## src/rtl/operand_load_stage.sv

```systemverilog
// ---------------------------------------------------------------------------
// operand_load_stage
//
// Decodes a 4-bit operand load select code, assembles the matching immediate
// from the instruction word and registers an (operandA, operandB) pair for
// the execute stage behind a single-entry valid/ready handshake.
//
// Ports
//   clk          rising-edge clock for all state
//   reset        synchronous, active-high reset
//   loadSel      operand load select code (13..15 are illegal)
//   instruction  instruction word supplying the immediate fields
//   nextPc       address of the following instruction
//   rfA, rfB     register file read data, ports A and B
//   inValid      input bundle valid
//   inReady      stage accepts the bundle this cycle (combinational)
//   operandA/B   registered operand pair
//   outValid     operandA/operandB hold a valid pair
//   outReady     consumer takes the pair this cycle
//   illegalSel   sticky: an accepted loadSel was 13..15
// ---------------------------------------------------------------------------
module operand_load_stage (
  input  logic        clk,
  input  logic        reset,
  input  logic [3:0]  loadSel,
  input  logic [31:0] instruction,
  input  logic [31:0] nextPc,
  input  logic [31:0] rfA,
  input  logic [31:0] rfB,
  input  logic        inValid,
  output logic        inReady,
  output logic [31:0] operandA,
  output logic [31:0] operandB,
  output logic        outValid,
  input  logic        outReady,
  output logic        illegalSel
);

  typedef enum logic [3:0] {
    SEL_NO_OP         = 4'd0,
    SEL_NEXTPC_IMM24  = 4'd1,
    SEL_RFA_IMM19     = 4'd2,
    SEL_NEXTPC_IMM21B = 4'd3,
    SEL_NEXTPC_IMM21C = 4'd4,
    SEL_NULL_COMBO    = 4'd5,
    SEL_NULL_IMM21B   = 4'd6,
    SEL_NULL_RFB      = 4'd7,
    SEL_RFA_IMM16A    = 4'd8,
    SEL_RFA_IMM16B    = 4'd9,
    SEL_RFA_IMM21A    = 4'd10,
    SEL_RFA_IMM5      = 4'd11,
    SEL_RFA_RFB       = 4'd12
  } load_sel_e;

  // Immediate fields. Split fields are concatenated first and the sign is
  // taken from the top bit of the assembled field.
  logic [31:0] imm24, imm19, imm21b, imm21c, imm16a, imm16b, imm21a, imm5, combo;

  assign imm24  = {{6{instruction[23]}}, instruction[23:0], 2'b00};
  assign imm19  = {{11{instruction[18]}}, instruction[18:0], 2'b00};
  assign imm21b = {{11{instruction[20]}}, instruction[20:0]};
  assign imm21c = {{11{instruction[25]}}, instruction[25:21], instruction[15:0]};
  assign imm16a = {{16{instruction[15]}}, instruction[15:0]};
  assign imm16b = {{16{instruction[25]}}, instruction[25:21], instruction[10:0]};
  assign imm21a = {{11{instruction[20]}}, instruction[20:0]};
  assign imm5   = {27'd0, instruction[4:0]};
  assign combo  = {instruction[15:0], 16'h0000};

  logic [31:0] operand_a_q, operand_a_d;
  logic [31:0] operand_b_q, operand_b_d;
  logic        out_valid_q, out_valid_d;
  logic        illegal_sel_q, illegal_sel_d;

  logic [31:0] new_a, new_b;
  logic        sel_illegal;
  logic        accept;

  // Operand source decode.
  always_comb begin
    // NOTE: every output of a combinational block gets a default first so no
    // path through the case leaves it unassigned and infers a latch.
    new_a       = '0;
    new_b       = '0;
    sel_illegal = 1'b0;
    case (load_sel_e'(loadSel))
      SEL_NO_OP:         ;
      SEL_NEXTPC_IMM24:  begin new_a = nextPc; new_b = imm24;  end
      SEL_RFA_IMM19:     begin new_a = rfA;    new_b = imm19;  end
      SEL_NEXTPC_IMM21B: begin new_a = nextPc; new_b = imm21b; end
      SEL_NEXTPC_IMM21C: begin new_a = nextPc; new_b = imm21c; end
      SEL_NULL_COMBO:    new_b = combo;
      SEL_NULL_IMM21B:   new_b = imm21b;
      SEL_NULL_RFB:      new_b = rfB;
      SEL_RFA_IMM16A:    begin new_a = rfA;    new_b = imm16a; end
      SEL_RFA_IMM16B:    begin new_a = rfA;    new_b = imm16b; end
      SEL_RFA_IMM21A:    begin new_a = rfA;    new_b = imm21a; end
      SEL_RFA_IMM5:      begin new_a = rfA;    new_b = imm5;   end
      SEL_RFA_RFB:       begin new_a = rfA;    new_b = rfB;    end
      default:           sel_illegal = 1'b1;  // 13..15 load zeros
    endcase
  end

  // A drained or empty slot may refill in the same cycle, so a streaming
  // consumer sees no bubble.
  assign inReady = !out_valid_q || outReady;
  assign accept  = inValid && inReady;

  always_comb begin
    operand_a_d   = operand_a_q;
    operand_b_d   = operand_b_q;
    out_valid_d   = out_valid_q;
    illegal_sel_d = illegal_sel_q;
    if (accept) begin
      operand_a_d   = new_a;
      operand_b_d   = new_b;
      out_valid_d   = 1'b1;
      illegal_sel_d = illegal_sel_q || sel_illegal;
    end else if (outReady) begin
      // Pair consumed with nothing behind it: operands keep their old value.
      out_valid_d = 1'b0;
    end
  end

  // NOTE: state is updated with non-blocking assignments so every flop samples
  // the pre-edge values regardless of statement order.
  always_ff @(posedge clk) begin
    if (reset) begin
      operand_a_q   <= '0;
      operand_b_q   <= '0;
      out_valid_q   <= 1'b0;
      illegal_sel_q <= 1'b0;
    end else begin
      operand_a_q   <= operand_a_d;
      operand_b_q   <= operand_b_d;
      out_valid_q   <= out_valid_d;
      illegal_sel_q <= illegal_sel_d;
    end
  end

  assign operandA   = operand_a_q;
  assign operandB   = operand_b_q;
  assign outValid   = out_valid_q;
  assign illegalSel = illegal_sel_q;

endmodule

```

## config.mk

```make
export PLATFORM = sky130hd
export DESIGN_NAME = operand_load_stage
export DESIGN_NICKNAME = d
export VERILOG_FILES = /design/src/rtl/operand_load_stage.sv
export SDC_FILE = /design/constraint.sdc
export NUM_CORES = 1
export LEC_CHECK = 0
export BUFFER_PORTS_ARGS = -buffer_cell sky130_fd_sc_hd__buf_2
export CAP_MARGIN = 30
export CORE_MARGIN = 2
export CORE_UTILIZATION = 35
export DETAILED_ROUTE_END_ITERATION = 8
export PLACE_DENSITY = 0.74
export SLEW_MARGIN = 20
export SYNTH_ARGS = -nofsm -noshare
export SYNTH_HDL_FRONTEND = slang
export SYNTH_SLANG_ARGS = --single-unit
export TNS_END_PERCENT = 20
```

## constraint.sdc

```tcl
create_clock -name clk -period 2.1 [get_ports clk]
set_clock_uncertainty 0.15 [all_clocks]
set_input_delay 0.42 -clock clk [delete_from_list [all_inputs] [get_ports clk]]
set_output_delay 0.42 -clock clk [all_outputs]
set_load 0.01 [all_outputs]
```

==> qor.yml <==
synthesis:
  avgSynthCellArea_um2: 9.41
  async_flop_share_pct: 0
  syn_inst: 394
  synth-seq-cells: 66
  ys.flop_type: "dfxtp_1"
  yosys.cell_types.count: 52
  synth_area_um2: 3710
  yosysSeqAreaShare_pct: 35.7
  ys_warn_count: 0
  synth_edf_count: 0
  syn-num-nets: 530
global_routing:
  track_usage_pct: 21.3
  grt_max_degree: 34
  antenna_found_initial: 0
  grt_pass1_wl_um: 19300
  gr-total-overflow: 0
  grt_pass1_vias: 3900
clocking:
  post_cts_buffers: 0
  h-tree-depth: 3
  cts_tree: "yes"
  clockBufferDepth: 2
  clockRootBuffer: "clkbuf_8"
  holdBufCountCts: 0
  clkLatencyLatePin_ps: 330
  cts-resized-gates: 0
  cts_sinks: 66
  cts_buffers: 9
  clk_pin_slew_ps: 80
sta:
  finalSetupViolCount: 0
  finalHoldViolations: 0
  setup_slack_ps: 300
  min_period_ps: 1800
  clock.fmax_mhz: 556
  slew_headroom_pct: 55.5
  drv_slew: 0
  hold_slack_ps: 161
  rsz0062_at_grt: "false"
  worst_pin_slew_ps: 665
  min_period_over_period_pct: 85.7
  setup_tns_ps: 0
worst_setup_path:
  cp-start-kind: "input pin"
  critPathRequiredTime_ps: 2200
  crit_type: "input pin to flip-flop"
  crit_fanout: 9
  worstPathArrival_ps: 1900
  worstSetupEndpointType: "flip-flop"
place:
  dp_slack_ps: -69.1
  hpwl_um: 9510
  io_buffers: 196
  place.gp.congestion: 0.937
pwr:
  irDropWorstVdd_v: 0.000237
  powerDensity_nw_per_um2: 628
  total_leakage_power_uw: 0.00224
job:
  maxCapViolations: 0
finish:
  mostFrequentLayoutCells: "196 x buf_2, 66 x dfxtp_1, 47 x nor2_1"
  final_layout_size_suffix_gt1_share_pct: 50.7
  final_common_cell: "buf_2"
  diodes: 0
  fillerInstances: 980
  finalNetCount: 725
  syn_to_final_growth_pct: 36.2
floorplan:
  die_area_um2: 11400
  die_w_um: 107
  io_pins: 203
  core-area_um2: 10300
  rows: 37
  initial_core_util_pct: 35.9
  die_h_um: 107
detailed_routing:
  post-route-drc-count: 0
  vias_per_cell: 5.56
  first_pass_iters: 6
  dr_total_vias: 4056
  wl_um: 12400
  ant_nets: 0
  drtIter0Drc: 358
  routedWlPerCell_um: 17.0
run_status:
  outcome: "finished, final reports clean"
min_path:
  holdCritPathClass: "input pin to flip-flop"
-- cells in the mapped netlist, types with 5 or more instances --
| library cell | instances | area [um^2] |
|---|---|---|
| a222oi_1 | 21 | 210 |
| nor2_1 | 47 | 176 |
| buf_6 | 8 | 90.1 |
| a21oi_1 | 23 | 115 |
| buf_2 | 7 | 35.0 |
| nand2_1 | 30 | 113 |
| a211oi_1 | 13 | 97.6 |
| dfxtp_1 | 66 | 1320 |
| a221oi_2 | 20 | 300 |
| buf_4 | 9 | 67.6 |
| nand2b_1 | 5 | 31.3 |
| nor3_2 | 20 | 200 |
| mux2i_1 | 8 | 80.1 |
| o21ai_0 | 12 | 60.1 |
| clkbuf_1 | 13 | 48.8 |
| a221oi_1 | 18 | 158 |
| o211ai_1 | 5 | 37.5 |
| nor3_1 | 14 | 70.1 |
-- metrics by stage --
step	total power, uW	instances	util [%]	cell area, um^2
floorplan	1880	394	-	3710
global placement	2200	714	47.2	4870
detailed placement	2230	714	47.2	4870
CTS	3220	730	48.9	5050
global route	3350	730	48.9	5050
finish	3170	730	48.9	5050
-- power by group --
part / switching [uW] / internal, uW / leakage [uW] / total, uW
sequential: 43.5 / 1330 / 0.000542 / 1380
combinational: 458 / 361 / 0.00162 / 819
clock: 517 / 460 / 0.0000847 / 977
total: 1020 / 2150 / 0.00224 / 3170
-- metal layers --
layer | track usage [%] | share of wire, % | up-vias
met2 | 36.5 | 47 | 238
li1 | - | - | 1933
met5 | 0 | 0 | -
met4 | 8.81 | 2.4 | 0
met3 | 5.35 | 8.9 | 29
met1 | 25.4 | 41 | 1856
-- flip-flops by register name, summed over array words and instances (netlist names) --
signal / cells
operandA: 32
illegalSel: 1
outValid: 1
operandB: 32
-- path summary, 6_finish.rpt --
path | to | slack [ps] | startpoint | depth (start not counted)
max | operandB[25]$_SDFFE_PP0P_ | 300 | loadSel[3] | 6
min | illegalSel$_SDFFE_PP0P_ | 160 | reset | 2
max reg2reg | operandB[25]$_SDFFE_PP0P_ | 440 | outValid$_SDFFE_PP0P_ | 5
min reg2reg | operandB[2]$_SDFFE_PP0P_ | 310 | operandB[2]$_SDFFE_PP0P_ | 2
-- cell families after synthesis --
group | share of synthesized area [%]
buffers and inverters | 7.16
flip-flops | 35.7
multiplexers | 3.07
AO/OA/AOI/OAI | 33.7
AND/OR/NAND/NOR | 20.0
XOR/XNOR | 0.473
-- final cells by class --
type	instances	area, um^2	share of cell area [%]
Inverter	4	15.0	0.297
Tap cell	136	170	3.37
Timing Repair Buffer	223	1220	24.2
Sequential cell	66	1320	26.2
Multi-Input combinational cell	285	2140	42.4
Clock buffer	10	138	2.73
Clock inverter	6	41.3	0.818
-- critical path: stages --
cell	delay, ps
buf_2	160
nand2b_1	250
buf_4	200
nor2_1	440
a222oi_1	160
a211oi_1	280
(Power assumes the default switching activity.)
